<file path="config.mk">
export PLATFORM = sky130hd
export DESIGN_NAME = rx_huge_page_ctrl
export DESIGN_NICKNAME = d
export VERILOG_FILES = /design/src/rtl/rx_huge_page_ctrl_pkg.sv /design/src/rtl/rx_huge_page_ctrl_slot_regs.sv /design/src/rtl/rx_huge_page_ctrl.sv
export SDC_FILE = /design/constraint.sdc
export NUM_CORES = 1
export LEC_CHECK = 0
export ABC_AREA = 0
export CORE_UTILIZATION = 50
export CTS_BUF_LIST = sky130_fd_sc_hd__clkbuf_8
export DETAILED_ROUTE_END_ITERATION = 7
export DONT_BUFFER_PORTS = 1
export GPL_TIMING_DRIVEN = 0
export PLACE_DENSITY = 0.68
export RECOVER_POWER = 100
export SYNTH_ARGS = -nofsm -noshare
export SYNTH_HDL_FRONTEND = slang
export SYNTH_SLANG_ARGS = --single-unit
</file>
<file path="constraint.sdc">
create_clock -name clk -period 4.2 [get_ports clk]
set_input_delay 0.63 -clock clk [delete_from_list [all_inputs] [get_ports clk]]
set_output_delay 0.63 -clock clk [all_outputs]
set_load 0.02 [all_outputs]
</file>
<file path="src/rtl/rx_huge_page_ctrl_pkg.sv">
// rx_huge_page_ctrl_pkg: shared constants and FSM encoding
// for the RX huge-page controller.
package rx_huge_page_ctrl_pkg;

  localparam int unsigned C_HDR_QW  = 16;
  localparam int unsigned C_PAGE_QW = 1 << 18;

  localparam logic SEL_DATA   = 1'b0;
  localparam logic SEL_NOTIFY = 1'b1;

  localparam int I_IDLE = 0;
  localparam int I_TAIL = 1;
  localparam int I_WAIT = 2;
  localparam int I_NTFY = 3;
  localparam int I_SWCH = 4;
  localparam int I_HOLD = 5;

  typedef enum logic [5:0] {
    S_IDLE     = 6'b000001,
    S_TAIL     = 6'b000010,
    S_WAIT_RDY = 6'b000100,
    S_NOTIFY   = 6'b001000,
    S_SWITCH   = 6'b010000,
    S_HOLD     = 6'b100000
  } hp_state_e;

endpackage

</file>
<file path="src/rtl/rx_huge_page_ctrl_slot_regs.sv">
// hp_slot_regs: the two host huge-page slots, active-slot
// pointer, arm/clear arbitration and sticky arm_error.
module hp_slot_regs #(
  parameter int ADDR_W = 64
) (
  input  logic              clk,
  input  logic              reset,
  input  logic              i_hp1_arm,
  input  logic              i_hp2_arm,
  input  logic [ADDR_W-1:0] i_addr,
  input  logic              i_clr_act,
  output logic              o_flag1,
  output logic              o_flag2,
  output logic              o_flag_act,
  output logic [ADDR_W-1:0] o_base_act,
  output logic              o_arm_error
);

  logic [ADDR_W-1:0] r_base1;
  logic [ADDR_W-1:0] r_base2;
  logic              r_flag1;
  logic              r_flag2;
  logic              r_act2;
  logic              r_arm_error;
  logic [ADDR_W-1:0] w_addr;
  logic              w_clr1;
  logic              w_clr2;
  logic              w_bad1;
  logic              w_bad2;
  logic              w_set1;
  logic              w_set2;

  assign w_addr = i_addr & ~ADDR_W'(7);
  assign w_clr1 = i_clr_act & ~r_act2;
  assign w_clr2 = i_clr_act & r_act2;
  // a slot being closed this cycle may be re-armed
  assign w_bad1 = i_hp1_arm & ~r_act2 & r_flag1 & ~w_clr1;
  assign w_bad2 = i_hp2_arm & r_act2 & r_flag2 & ~w_clr2;
  assign w_set1 = i_hp1_arm & ~w_bad1;
  assign w_set2 = i_hp2_arm & ~w_bad2;

  always_ff @(posedge clk) begin
    if (reset) begin
      r_base1     <= '0;
      r_base2     <= '0;
      r_flag1     <= 1'b0;
      r_flag2     <= 1'b0;
      r_act2      <= 1'b0;
      r_arm_error <= 1'b0;
    end else begin
      if (w_set1) begin
        r_base1 <= w_addr;
        r_flag1 <= 1'b1;
      end else if (w_clr1) begin
        r_flag1 <= 1'b0;
      end
      if (w_set2) begin
        r_base2 <= w_addr;
        r_flag2 <= 1'b1;
      end else if (w_clr2) begin
        r_flag2 <= 1'b0;
      end
      if (i_clr_act)
        r_act2 <= ~r_act2;
      if (w_bad1 | w_bad2)
        r_arm_error <= 1'b1;
    end
  end

  assign o_flag1     = r_flag1;
  assign o_flag2     = r_flag2;
  assign o_flag_act  = r_act2 ? r_flag2 : r_flag1;
  assign o_base_act  = r_act2 ? r_base2 : r_base1;
  assign o_arm_error = r_arm_error;

endmodule

</file>
<file path="src/rtl/rx_huge_page_ctrl.sv">
// rx_huge_page_ctrl: RX huge-page owner and page-close sequencer.
// Optional hp_switch_cnt/hp_stall_cnt outputs under `HP_STATS_EN.
module rx_huge_page_ctrl
  import rx_huge_page_ctrl_pkg::*;
#(
  parameter int ADDR_W = 64,
  parameter int QW_W   = 19,
  parameter int HDR_QW = C_HDR_QW
) (
  input  logic              clk,
  input  logic              reset,
  input  logic              hp1_arm,
  input  logic              hp2_arm,
  input  logic [ADDR_W-1:0] hp_addr_in,
  output logic              huge_page_status_1,
  output logic              huge_page_status_2,
  input  logic              change_huge_page,
  input  logic              send_last_tlp,
  input  logic [4:0]        qwords_to_send,
  output logic              change_huge_page_ack,
  input  logic              data_tlp_sent,
  input  logic [4:0]        data_tlp_qw,
  output logic [ADDR_W-1:0] cur_wr_addr,
  output logic              tx_req,
  output logic              tx_is_notify,
  output logic [ADDR_W-1:0] tx_addr,
  output logic [QW_W-1:0]   tx_qw,
  input  logic              tx_ack,
  output logic              arm_error
`ifdef HP_STATS_EN
  ,
  output logic [31:0]       hp_switch_cnt,
  output logic [31:0]       hp_stall_cnt
`endif
);

  hp_state_e         r_state;
  hp_state_e         w_nxt;
  logic [QW_W-1:0]   r_offset;
  logic [QW_W-1:0]   w_off_nxt;
  logic [QW_W:0]     w_sum;
  logic [4:0]        r_tail;
  logic [4:0]        w_tail;
  logic [4:0]        w_data_add;
  logic [4:0]        w_tail_add;
  logic              r_tx_req;
  logic              w_tx_req;
  logic              r_is_notify;
  logic              w_is_notify;
  logic              r_ack;
  logic              w_ack;
  logic              w_clr;
  logic [ADDR_W-1:0] r_tx_addr;
  logic [ADDR_W-1:0] w_tx_addr;
  logic [QW_W-1:0]   r_tx_qw;
  logic [QW_W-1:0]   w_tx_qw;
  logic [ADDR_W-1:0] r_cur;
  logic [ADDR_W-1:0] w_base_act;
  logic [ADDR_W-1:0] w_off_bytes;
  logic              w_flag_act;

  hp_slot_regs #(.ADDR_W(ADDR_W)) u_slots (
    .clk        (clk),
    .reset      (reset),
    .i_hp1_arm  (hp1_arm),
    .i_hp2_arm  (hp2_arm),
    .i_addr     (hp_addr_in),
    .i_clr_act  (w_clr),
    .o_flag1    (huge_page_status_1),
    .o_flag2    (huge_page_status_2),
    .o_flag_act (w_flag_act),
    .o_base_act (w_base_act),
    .o_arm_error(arm_error)
  );

  assign w_off_bytes = ADDR_W'({r_offset, 3'b000});
  assign w_data_add  = data_tlp_sent ? data_tlp_qw : 5'd0;
  assign w_tail_add  = (r_state == S_TAIL && tx_ack) ? r_tail : 5'd0;
  assign w_sum = {1'b0, r_offset} + (QW_W+1)'(w_data_add)
               + (QW_W+1)'(w_tail_add);
  assign w_off_nxt = (w_sum > (QW_W+1)'(C_PAGE_QW)) ?
                     QW_W'(C_PAGE_QW) : w_sum[QW_W-1:0];

  always_comb begin
    w_nxt       = r_state;
    w_tail      = r_tail;
    w_tx_req    = r_tx_req;
    w_is_notify = r_is_notify;
    w_tx_addr   = r_tx_addr;
    w_tx_qw     = r_tx_qw;
    w_ack       = 1'b0;
    w_clr       = 1'b0;
    unique case (1'b1)
      r_state[I_IDLE]: begin
        if (send_last_tlp) begin
          w_nxt       = S_TAIL;
          w_tail      = qwords_to_send;
          w_tx_req    = 1'b1;
          w_is_notify = SEL_DATA;
          w_tx_addr   = w_base_act + w_off_bytes;
          w_tx_qw     = QW_W'(qwords_to_send);
        end else if (change_huge_page) begin
          w_nxt = S_WAIT_RDY;
        end
      end
      r_state[I_TAIL]: begin
        if (tx_ack) begin
          w_nxt    = S_WAIT_RDY;
          w_tx_req = 1'b0;
        end
      end
      r_state[I_WAIT]: begin
        if (w_flag_act) begin
          w_nxt       = S_NOTIFY;
          w_tx_req    = 1'b1;
          w_is_notify = SEL_NOTIFY;
          w_tx_addr   = w_base_act;
          w_tx_qw     = r_offset - QW_W'(HDR_QW);
        end
      end
      r_state[I_NTFY]: begin
        if (tx_ack) begin
          w_nxt    = S_SWITCH;
          w_tx_req = 1'b0;
          w_ack    = 1'b1;
        end
      end
      r_state[I_SWCH]: begin
        w_nxt = S_HOLD;
        w_clr = 1'b1;
      end
      r_state[I_HOLD]: begin
        if (!change_huge_page && !send_last_tlp)
          w_nxt = S_IDLE;
      end
      default: w_nxt = S_IDLE;
    endcase
  end

  always_ff @(posedge clk) begin
    if (reset) begin
      r_state     <= S_IDLE;
      r_offset    <= QW_W'(HDR_QW);
      r_tail      <= '0;
      r_tx_req    <= 1'b0;
      r_is_notify <= SEL_DATA;
      r_tx_addr   <= '0;
      r_tx_qw     <= '0;
      r_ack       <= 1'b0;
      r_cur       <= ADDR_W'(HDR_QW * 8);
    end else begin
      r_state     <= w_nxt;
      r_offset    <= (r_state == S_SWITCH) ? QW_W'(HDR_QW) : w_off_nxt;
      r_tail      <= w_tail;
      r_tx_req    <= w_tx_req;
      r_is_notify <= w_is_notify;
      r_tx_addr   <= w_tx_addr;
      r_tx_qw     <= w_tx_qw;
      r_ack       <= w_ack;
      // registered copy trails base/offset updates by one cycle
      r_cur       <= w_base_act + w_off_bytes;
    end
  end

  assign change_huge_page_ack = r_ack;
  assign tx_req               = r_tx_req;
  assign tx_is_notify         = r_is_notify;
  assign tx_addr              = r_tx_addr;
  assign tx_qw                = r_tx_qw;
  assign cur_wr_addr          = r_cur;

`ifdef HP_STATS_EN
  logic [31:0] r_sw_cnt;
  logic [31:0] r_stall_cnt;

  always_ff @(posedge clk) begin
    if (reset) begin
      r_sw_cnt    <= '0;
      r_stall_cnt <= '0;
    end else begin
      if (r_state == S_SWITCH && r_sw_cnt != '1)
        r_sw_cnt <= r_sw_cnt + 32'd1;
      if (r_state == S_WAIT_RDY && r_stall_cnt != '1)
        r_stall_cnt <= r_stall_cnt + 32'd1;
    end
  end

  assign hp_switch_cnt = r_sw_cnt;
  assign hp_stall_cnt  = r_stall_cnt;
`endif

endmodule

</file>
==> results of run 1 <==
[synthesized netlist by cell type, drive strengths merged (15+ instances only)]
library cell / n
dfxtp: 300
nor3: 45
mux2: 28
ha: 25
nor4: 15
mux2i: 45
and3: 29
buf: 41
nand2: 346
clkbuf: 87
nand3: 69
xnor2: 44
inv: 16
nor2: 146
a21oi: 180
a22oi: 21
o21ai: 51
xor2: 34
nand4: 37
a21o: 17
and2: 24
[flip-flops by register name, indices dropped and copies added, names as in the netlist, 5 cells and up]
signal / count
u_slots.r_base1: 61
r_state: 6
tx_addr: 61
tx_qw: 19
u_slots.r_base2: 61
r_tail: 5
cur_wr_addr: 61
r_offset: 19
[worst max-delay path, stage by stage (launching register included)]
cell and delay, ns:
dfxtp_1 0.34, buf_6 0.15, buf_12 0.19, buf_4 0.26, buf_6 0.22, mux2_2 0.41
ha_1 0.37, nor2b_1 0.19, o211ai_1 0.14, a31oi_2 0.35, a31oi_4 0.16, o31ai_2 0.48
buf_2 0.30, nand3_1 0.11, xnor2_1 0.18, nor2_1 0.08
[per-stage QoR]
stage          power (uW)  cells  instance area [sq um]  hold WS (ns)
2_1_floorplan        3880   1807                  14700         0.432
3_3_place_gp         4180   2191                  15200         0.438
3_5_place_dp         4200   2191                  15200         0.443
4_1_cts              7010   2286                  16400         0.149
5_1_grt              7270   2285                  16400         0.150
6_report             7010   2285                  16400         0.163
[logic make-up after synthesis]
logic type	after synthesis
AO/OA/AOI/OAI	380
XOR/XNOR	78
adder cells (fa/ha/maj)	32
buffers and inverters	144
flip-flops	300
multiplexers	73
other	1
AND/OR/NAND/NOR	794
[power breakdown]
part | internal (uW) | switching, uW | total [uW]
combinational | 279 | 615 | 894
sequential | 3020 | 252 | 3280
clock | 1590 | 1250 | 2840
total | 4890 | 2120 | 7010
[area by class of cell]
class	instances	area share, %
multi-input cells	1363	49.7
flip-flops and latches	300	36.6
clock buffers	62	5.19
plain buffers	123	3.47
well taps	384	2.92
clock inverters	33	1.58
inverters	16	0.365
repair buffers	4	0.183
[final timing paths]
kind	start	to	slack, ns
worst min-delay path	hp2_arm	u_slots.o_flag2$_SDFFE_PP0P_	0.16
worst max register to register	u_slots.r_act2$_SDFFE_PP0P_	cur_wr_addr[61]$_SDFF_PP0_	0.12
worst max-delay path	u_slots.r_act2$_SDFFE_PP0P_	cur_wr_addr[61]$_SDFF_PP0_	0.12
worst min register to register	r_tail[1]$_SDFFE_PP0P_	r_tail[1]$_SDFFE_PP0P_	0.45
[timing repair]
item | CTS | global route
pin swaps | 2 | 5
resized for setup | 31 | 14
buffers inserted | 1 | 3
endpoints found under the setup margin | 108 | 76
[routing by layer]
metal  part of all wire (%)  vias up  track usage, %
li1                       -     6445               -
met1                     42     6672            45.9
met2                     42      795            47.8
met3                     13      108            10.9
met4                    3.5        0            13.7
met5                      0        -               0
==> impl_metrics.toml, run 1 <==
[run_status]
outcome = "finished, final reports clean"

[sta]
setup_tns_ns = 0
timing_max_transition_violations_final = 0
timing.final.crit_share_pct = 97.3
rsz0062_at_grt = "false"
slew_at_the_pin_closest_to_its_max_slew_limit_ns = 1.07
skew_ns = 0.0405
timing.final.hold_violations = 0
achievable-frequency_mhz = 245
layout_setup_ws_ns = 0.115
relSlewSlack_pct = 27.7
setup-violations-final = 0
finalWorstPathRequiredPeriod_ns = 4.08

[global_route]
via_count_of_the_first_global_routing_pass = 12848
grt_antenna_before_repair = 1
pin_count_of_the_biggest_net_entering_global_routing = 20
grt_use_total_pct = 33.4
grt_first_pass_wirelength_um = 76900
gr-total-overflow = 0

[clocking]
clk_path_buf_depth = 3
clkLatencyLatePin_ns = 0.60
cts_tree = "yes"
number_of_hold_repair_buffers_added_at_the_cts_stage = 0
cts-buffers-inserted = 51
clkSlewWorstSetupHoldPaths_ns = 0.07
cts_htree_levels = 2
ctsRootBufferMaster = "clkbuf_8"
tritoncts_num_sinks = 300

[yosys]
mappedNetlistArea_sq_um = 14700
share_of_async_settable_or_async_resettable_flops_after_synthesis_pct = 0
yosys.area_share.xor_xnor_pct = 4.65
syn-instance-count = 1802
synth.yosys.seq_area_share_pct = 40.9
synth_top_family_by_area = "simple AND/OR/NAND/NOR gates"
muxShareOfSynthArea_pct = 5.21
synth-seq-cells = 300
yosysTopAreaCellShare_pct = 40.9
synth_top_flop_cell = "dfxtp_1"
synth.lib_cells_used.distinct = 88
compound_cell_area_share_of_the_yosys_netlist_pct = 16.2
synth_enable_flop_cells = 0
synth_simple_gate_area_share_pct = 25.7
syn_area_per_cell_sq_um = 8.15
yosys_warnings = 0
synth_fa_ha_area_share_pct = 3.08
synth.top_cells.by_area = "dfxtp_1 41%, nand2_1 8.8%, a21oi_1 6.1%, nor2_1 3.7%, mux2i_1 3.1%"
netlist.top_cell.by_area = "dfxtp_1"

[worst_setup_path]
worst-r2r-cell-count = 15
critical_path.startpoint_type = "register"
critPathArrivalTime_ns = 4.53
timing.critical_path.fanout_max = 28
worst-endpoint-required_ns = 4.65
endpoint_kind = "register"
criticalPathCategory = "register to register"

[drt]
drc = 0
dr.pass1.iters = 5
first_iter_violations = 1462
routed_via_density = 6.14
avgRoutedWirePerCell_um = 22.6
drt.antenna.violating_nets = 0
vias = 14020
wirelength_um = 51600

[placed_design]
place.gp.congestion = 0.954
place_worst_setup_slack_ns = -0.776
half_perimeter_wire_length_after_detailed_placement_um = 39300
io_buffers = 0

[cells_and_area]
area.growth.synth_to_final_pct = 11.9
final_layout_size_suffix_gt1_share_pct = 9.63
final_common_cell = "nand2_1"
num-nets-final = 1973
layout.core_utilization_pct = 57.1
footprint_of_the_multi_input_gates_sq_um = 8180
antenna_diode_count = 0
fill_cells = 2784
seq_area_sq_um = 6010
final_cell_mix = "344 x nand2_1, 298 x dfxtp_1, 177 x a21oi_1"

[floorplan]
dieHeight_um = 173
fp.dieW_um = 173
core_area_sq_um = 28800
ioPinCount = 235
fp-row-count = 62
start_util_pct = 51.0
fp.dieArea_sq_um = 30100

[power]
cellLeakagePower_uw = 0.00634
power_per_cell_area_nw_per_um2 = 427
ir_worst_vdd_mv = 0.282

[flow_run]
maxCapViolCount = 0

[min_path]
holdCritPathClass = "input pin to register"
holdPathStages = 2
(Power assumes the default switching activity.)
==> run 2: changes to the inputs <==
--- a/config.mk
+++ b/config.mk
@@ -6,12 +6,12 @@
 export NUM_CORES = 1
 export LEC_CHECK = 0
 export ABC_AREA = 0
-export CORE_UTILIZATION = 50
+export CORE_UTILIZATION = 60
 export CTS_BUF_LIST = sky130_fd_sc_hd__clkbuf_8
 export DETAILED_ROUTE_END_ITERATION = 7
 export DONT_BUFFER_PORTS = 1
 export GPL_TIMING_DRIVEN = 0
-export PLACE_DENSITY = 0.68
+export PLACE_DENSITY = 0.79
 export RECOVER_POWER = 100
 export SYNTH_ARGS = -nofsm -noshare
 export SYNTH_HDL_FRONTEND = slang
==> constraint.sdc (replaced) <==
create_clock -name clk -period 3.27 [get_ports clk]
set_input_delay 0.4905 -clock clk [delete_from_list [all_inputs] [get_ports clk]]
set_output_delay 0.4905 -clock clk [all_outputs]
set_load 0.02 [all_outputs]
==> run 2 against run 1 <==
The run now ends with negative setup slack left. Fmax up 14%. Register-to-register slack worse by 0.43 ns. Combinational power up 43%. Clock-buffer cell count unchanged. Non-clock buffer count up 54. Sequential share of layout area down 2.2 points. Critical path type unchanged. Largest cell class unchanged.
==> impl_metrics.toml, run 2 (synthesis results as in run 1) <==
[run_status]
outcome = "finished with violations"
failed_checks = "negative setup slack"

[cells_and_area]
num-nets-final = 2025
final_layout_size_suffix_gt1_share_pct = 16.1
layoutNonFillerInstCount = 2264
final_common_cell = "nand2_1"
finalInstanceArea_sq_um = 17500
antenna_diode_count = 0
final_cell_mix = "341 x nand2_1, 296 x dfxtp_1, 174 x a21oi_1"
layout.core_utilization_pct = 73.8
area.growth.synth_to_final_pct = 19.3

[global_route]
grt_antenna_before_repair = 1
grt_use_total_pct = 41.3
via_count_of_the_first_global_routing_pass = 13333
gr-total-overflow = 0
pin_count_of_the_biggest_net_entering_global_routing = 15
grt_first_pass_wirelength_um = 77700

[placed_design]
io_buffers = 0
placed_area_sq_um = 15400
place.gp.congestion = 1.01
half_perimeter_wire_length_after_detailed_placement_um = 38400
place.detailed.instances = 2126

[flow_run]
maxCapViolCount = 0

[sta]
finalWorstPathRequiredPeriod_ns = 3.58
rsz0062_at_grt = "true"
timing_max_transition_violations_final = 0
layout_setup_ws_ns = -0.310
skew_ns = 0.0191
hold_slack_ns = 0.0369
timing.final.hold_violations = 0
timing.final.crit_share_pct = 109
setup-violations-final = 76
slew_at_the_pin_closest_to_its_max_slew_limit_ns = 1.06
achievable-frequency_mhz = 279
relSlewSlack_pct = 28.5

[clocking]
ctsRootBufferMaster = "clkbuf_8"
clk_path_buf_depth = 3
tritoncts_num_sinks = 300
clkSlewWorstSetupHoldPaths_ns = 0.06
cts-buffers-inserted = 49
clkLatencyLatePin_ns = 0.59
cts_htree_levels = 2
cts_tree = "yes"

[floorplan]
fp.dieW_um = 158
core_area_sq_um = 23800
start_util_pct = 61.8
dieHeight_um = 158
ioPinCount = 235
fp.dieArea_sq_um = 25100
fp-row-count = 56

[worst_setup_path]
worstReg2RegStart = "r_state[2]$_SDFF_PP0_"
reg2reg_to = "r_offset[5]$_SDFF_PP0_"
setup.reg_to_reg.worst_slack_ns = -0.31
timing.critical_path.fanout_max = 5
criticalPathCategory = "register to register"
worst-endpoint-required_ns = 3.77
endpoint_kind = "register"
critical_path.startpoint_type = "register"
critPathArrivalTime_ns = 4.08
worst-r2r-cell-count = 15

[drt]
drt.antenna.violating_nets = 0
routed_via_density = 6.51
drc = 0
vias = 14745
dr.pass1.iters = 8
avgRoutedWirePerCell_um = 23.4
first_iter_violations = 1855
wirelength_um = 53100

[min_path]
holdPathStages = 2
worst_hold_path.endpoint = "u_slots.o_flag1$_SDFFE_PP0P_"
holdCritPathClass = "input pin to register"
holdCritStartpoint = "hp1_arm"

[power]
report.power.total_uw = 8860
cellLeakagePower_uw = 0.00677
ir_worst_vdd_mv = 0.459
power_per_cell_area_nw_per_um2 = 506
## run 2: layout make-up
| class | instances | area (sq um) |
|---|---|---|
| Sequential cell | 300 | 6020 |
| Multi-Input combinational cell | 1363 | 8830 |
| Buffer | 120 | 671 |
| Clock buffer | 62 | 853 |
| Tap cell | 319 | 399 |
| Fill cell | 1790 | 6230 |
| Timing Repair Buffer | 61 | 539 |
| Clock inverter | 23 | 150 |
| Inverter | 16 | 62.6 |
## run 2: what timing repair did
item                                    CTS  global route
gates resized for setup                  82            63
buffers inserted                         37            19
cloned                                    4             1
pin swaps                                36            28
hold buffers                              0             0
endpoints found under the setup margin  127           101
## run 2: power by group
| group | internal, uW | switching [uW] |
|---|---|---|
| clock | 1850 | 1520 |
| combinational | 436 | 842 |
| sequential | 3880 | 332 |
| total | 6170 | 2690 |
## run 2: worst max path at each step
stage / start / endpoint / slack [ns] / cells past startpoint
after floorplan: u_slots.r_act2$_SDFFE_PP0P_ / cur_wr_addr[41]$_SDFF_PP0_ / -0.13 / 19
after global placement: u_slots.r_act2$_SDFFE_PP0P_ / tx_addr[24]$_SDFFE_PP0P_ / -0.91 / 18
after detailed placement: u_slots.r_act2$_SDFFE_PP0P_ / tx_addr[24]$_SDFFE_PP0P_ / -0.92 / 18
after CTS: r_state[2]$_SDFF_PP0_ / r_offset[10]$_SDFF_PP0_ / -0.29 / 16
after global routing: r_state[2]$_SDFF_PP0_ / r_offset[18]$_SDFF_PP0_ / -0.37 / 13
final: r_state[2]$_SDFF_PP0_ / r_offset[5]$_SDFF_PP0_ / -0.31 / 15
## run 2: metrics by stage
step	TNS, ns	setup slack [ns]
after global placement	-75.49	-0.914
after global routing	-20.45	-0.371
after CTS	-5.05	-0.290
final	-11.02	-0.310
after floorplan	-3.40	-0.130
after detailed placement	-79.13	-0.923
## run 2: worst max-delay path, cell delays in order, from the launching register on
cell	delay, ns
dfxtp_2	0.34
nor4_4	0.30
and4b_2	0.34
and2_4	0.16
fa_1	0.41
ha_2	0.21
fa_2	0.36
a211oi_2	0.23
nor2_2	0.11
o21ba_4	0.23
nand2_2	0.08
nand2_2	0.07
mux2i_4	0.26
nand2_4	0.13
buf_4	0.19
nor3_2	0.09
## run 2: routing by layer
| metal | global-route usage [%] | vias to the layer above | routed length (um) |
|---|---|---|---|
| met5 | 0 | - | 0 |
| met4 | 18.6 | 0 | 2700 |
| met3 | 13.4 | 209 | 7740 |
| met2 | 60.0 | 1079 | 22100 |
| met1 | 55.3 | 6923 | 20500 |
| li1 | - | 6534 | - |
==> run 3: changes to the inputs <==
--- a/config.mk
+++ b/config.mk
@@ -7,10 +7,11 @@
 export LEC_CHECK = 0
 export ABC_AREA = 0
 export CORE_UTILIZATION = 60
-export CTS_BUF_LIST = sky130_fd_sc_hd__clkbuf_8
+export CTS_BUF_LIST = sky130_fd_sc_hd__clkbuf_4
 export DETAILED_ROUTE_END_ITERATION = 7
 export DONT_BUFFER_PORTS = 1
 export GPL_TIMING_DRIVEN = 0
+export MAX_ROUTING_LAYER = met4
 export PLACE_DENSITY = 0.79
 export RECOVER_POWER = 100
 export SYNTH_ARGS = -nofsm -noshare
==> run 3 against run 2 <==
Combinational power grew 7%. Core utilization up 2.1 points. Final area increased by 2.8%. Via count is 4.0% higher. Critical path type unchanged. Clock power down 4%. Sequential power is essentially flat. Worst hold slack got worse by 0.024 ns. Largest cell class unchanged. Sequential share of layout area is 0.97 points lower. Power is 0.43% lower. Highest routed layer unchanged. The flow still finishes with violations (negative setup slack).
==> impl_metrics.toml, run 3 (synthesis results as in run 1) <==
[sta]
setup-violations-final = 138
achievable-frequency_mhz = 268
finalWorstPathRequiredPeriod_ns = 3.73
timing_max_transition_violations_final = 0
relSlewSlack_pct = 27.6
timing.final.hold_violations = 0
layout_setup_ws_ns = -0.464
rsz0062_at_grt = "true"
slew_at_the_pin_closest_to_its_max_slew_limit_ns = 1.06
timing.final.crit_share_pct = 114
skew_ns = 0.0426

[placed_design]
place_worst_setup_slack_ns = -0.891
half_perimeter_wire_length_after_detailed_placement_um = 38000
io_buffers = 0
placed_area_sq_um = 15400
place.detailed.instances = 2126
place.gp.congestion = 1.03

[power]
power_per_cell_area_nw_per_um2 = 490
report.power.total_uw = 8830
ir_worst_vdd_mv = 0.466
cellLeakagePower_uw = 0.00690

[global_route]
gr-total-overflow = 0
grt_first_pass_wirelength_um = 79900
pin_count_of_the_biggest_net_entering_global_routing = 16
via_count_of_the_first_global_routing_pass = 14140
grt_antenna_before_repair = 5
grt_use_total_pct = 43.6

[floorplan]
fp-row-count = 56
fp.dieW_um = 158
dieHeight_um = 158
ioPinCount = 235
fp.dieArea_sq_um = 25100
core_area_sq_um = 23800
start_util_pct = 61.8

[drt]
routed_via_density = 6.47
avgRoutedWirePerCell_um = 23.0
vias = 15339
dr.pass1.iters = 8
wirelength_um = 54600
drc = 0
first_iter_violations = 1733
drt.antenna.violating_nets = 0

[clocking]
clkSlewWorstSetupHoldPaths_ns = 0.07
clkLatencyLatePin_ns = 0.74
ctsRootBufferMaster = "clkbuf_4"
cts_htree_levels = 3
tritoncts_num_sinks = 300
clk_path_buf_depth = 3
cts_tree = "yes"
cts-buffers-inserted = 77

[worst_setup_path]
critPathArrivalTime_ns = 4.38
worst_setup_path_startpoint = "r_state[4]$_SDFF_PP0_"
worstReg2RegStart = "r_state[4]$_SDFF_PP0_"
critical_path.startpoint_type = "register"
timing.critical_path.fanout_max = 5
criticalPathCategory = "register to register"
endpoint_kind = "register"
worst-endpoint-required_ns = 3.91

[cells_and_area]
finalInstanceArea_sq_um = 18000
num-nets-final = 2113
area.growth.synth_to_final_pct = 22.7
seq_area_sq_um = 6010
footprint_of_the_multi_input_gates_sq_um = 8780
final_cell_mix = "342 x nand2_1, 297 x dfxtp_1, 177 x a21oi_1"
final_common_cell = "nand2_1"
layoutNonFillerInstCount = 2372
final_layout_size_suffix_gt1_share_pct = 16.4
layout.core_utilization_pct = 75.9
fill_cells = 1691

[run_status]
outcome = "finished with violations"
failed_checks = "negative setup slack"

[flow_run]
maxCapViolCount = 0

[min_path]
holdCritPathClass = "input pin to register"
holdCritStartpoint = "qwords_to_send[4]"
[run 3: cell types whose count changed in the layout (fill, tap and decap cells not counted), moves of 5 or more]
cell / previous run / this run
clkbuf_4: 0 / 108
diode_2: 0 / 5
nor2_4: 5 / 12
inv_1: 28 / 15
nor2_1: 137 / 131
clkbuf_8: 63 / 1
clkinv_1: 0 / 16
buf_4: 60 / 49
dlygate4sd3_1: 0 / 70
[run 3: timing repair]
item	4_1_cts	5_1_grt
resized for setup	104	41
endpoints found under the hold margin	137	0
gates cloned	3	1
endpoints found under the setup margin	127	103
pin swaps	47	24
hold buffers	70	0
setup buffers	33	14
[run 3: worst max-delay path, cell delays in order, from the launching register on]
cell       delay, ns
dfxtp_2         0.32
buf_8           0.12
nor4_4          0.29
and4b_2         0.34
and2_4          0.16
fa_1            0.40
ha_2            0.20
fa_2            0.40
a211oi_2        0.24
nor2_2          0.10
o21ba_4         0.21
nand2_2         0.08
nand2_2         0.07
mux2i_4         0.24
nand2_4         0.15
clkbuf_16       0.24
nor2_1          0.08
[run 3: report_power, final]
| group | internal, uW | total [uW] | switching [uW] |
|---|---|---|---|
| logic | 489 | 1370 | 880 |
| clock network | 1660 | 3240 | 1580 |
| registers | 3880 | 4210 | 334 |
| total | 6030 | 8830 | 2800 |
[run 3: layout make-up]
cell class | count | share of cell area (%)
diodes | 5 | 0.0694
plain buffers | 120 | 3.55
clock buffers | 107 | 4.46
clock inverters | 21 | 0.764
inverters | 16 | 0.333
multi-input cells | 1363 | 48.7
flip-flops and latches | 300 | 33.4
well taps | 319 | 2.21
repair buffers | 121 | 6.51
[run 3: per-stage QoR]
stage | setup TNS (ns) | hold WS, ns
4_1_cts | -6.58 | 0.0215
6_report | -29.82 | 0.0127
5_1_grt | -42.65 | 0.0162
3_3_place_gp | -74.19 | 0.438
3_5_place_dp | -74.94 | 0.443
2_1_floorplan | -3.40 | 0.432
[run 3: final timing paths]
| kind | slack [ns] | endpoint | depth (start not counted) |
|---|---|---|---|
| min | 0.01 | tx_qw[4]$_SDFFE_PP0P_ | 2 |
| max | -0.46 | r_offset[15]$_SDFF_PP0_ | 16 |
| max reg2reg | -0.46 | r_offset[15]$_SDFF_PP0_ | 16 |
| min reg2reg | 0.45 | u_slots.r_base1[4]$_SDFFE_PP0P_ | 2 |
[run 3: routing by layer]
metal	part of all wire [%]	up-vias	wire, um	global-route usage, %
li1	-	6750	-	-
met1	39	7254	21100	55.0
met2	43	1135	23700	64.6
met3	13	200	7350	13.1
met4	4.3	0	2370	18.5
met5	0	-	0	-
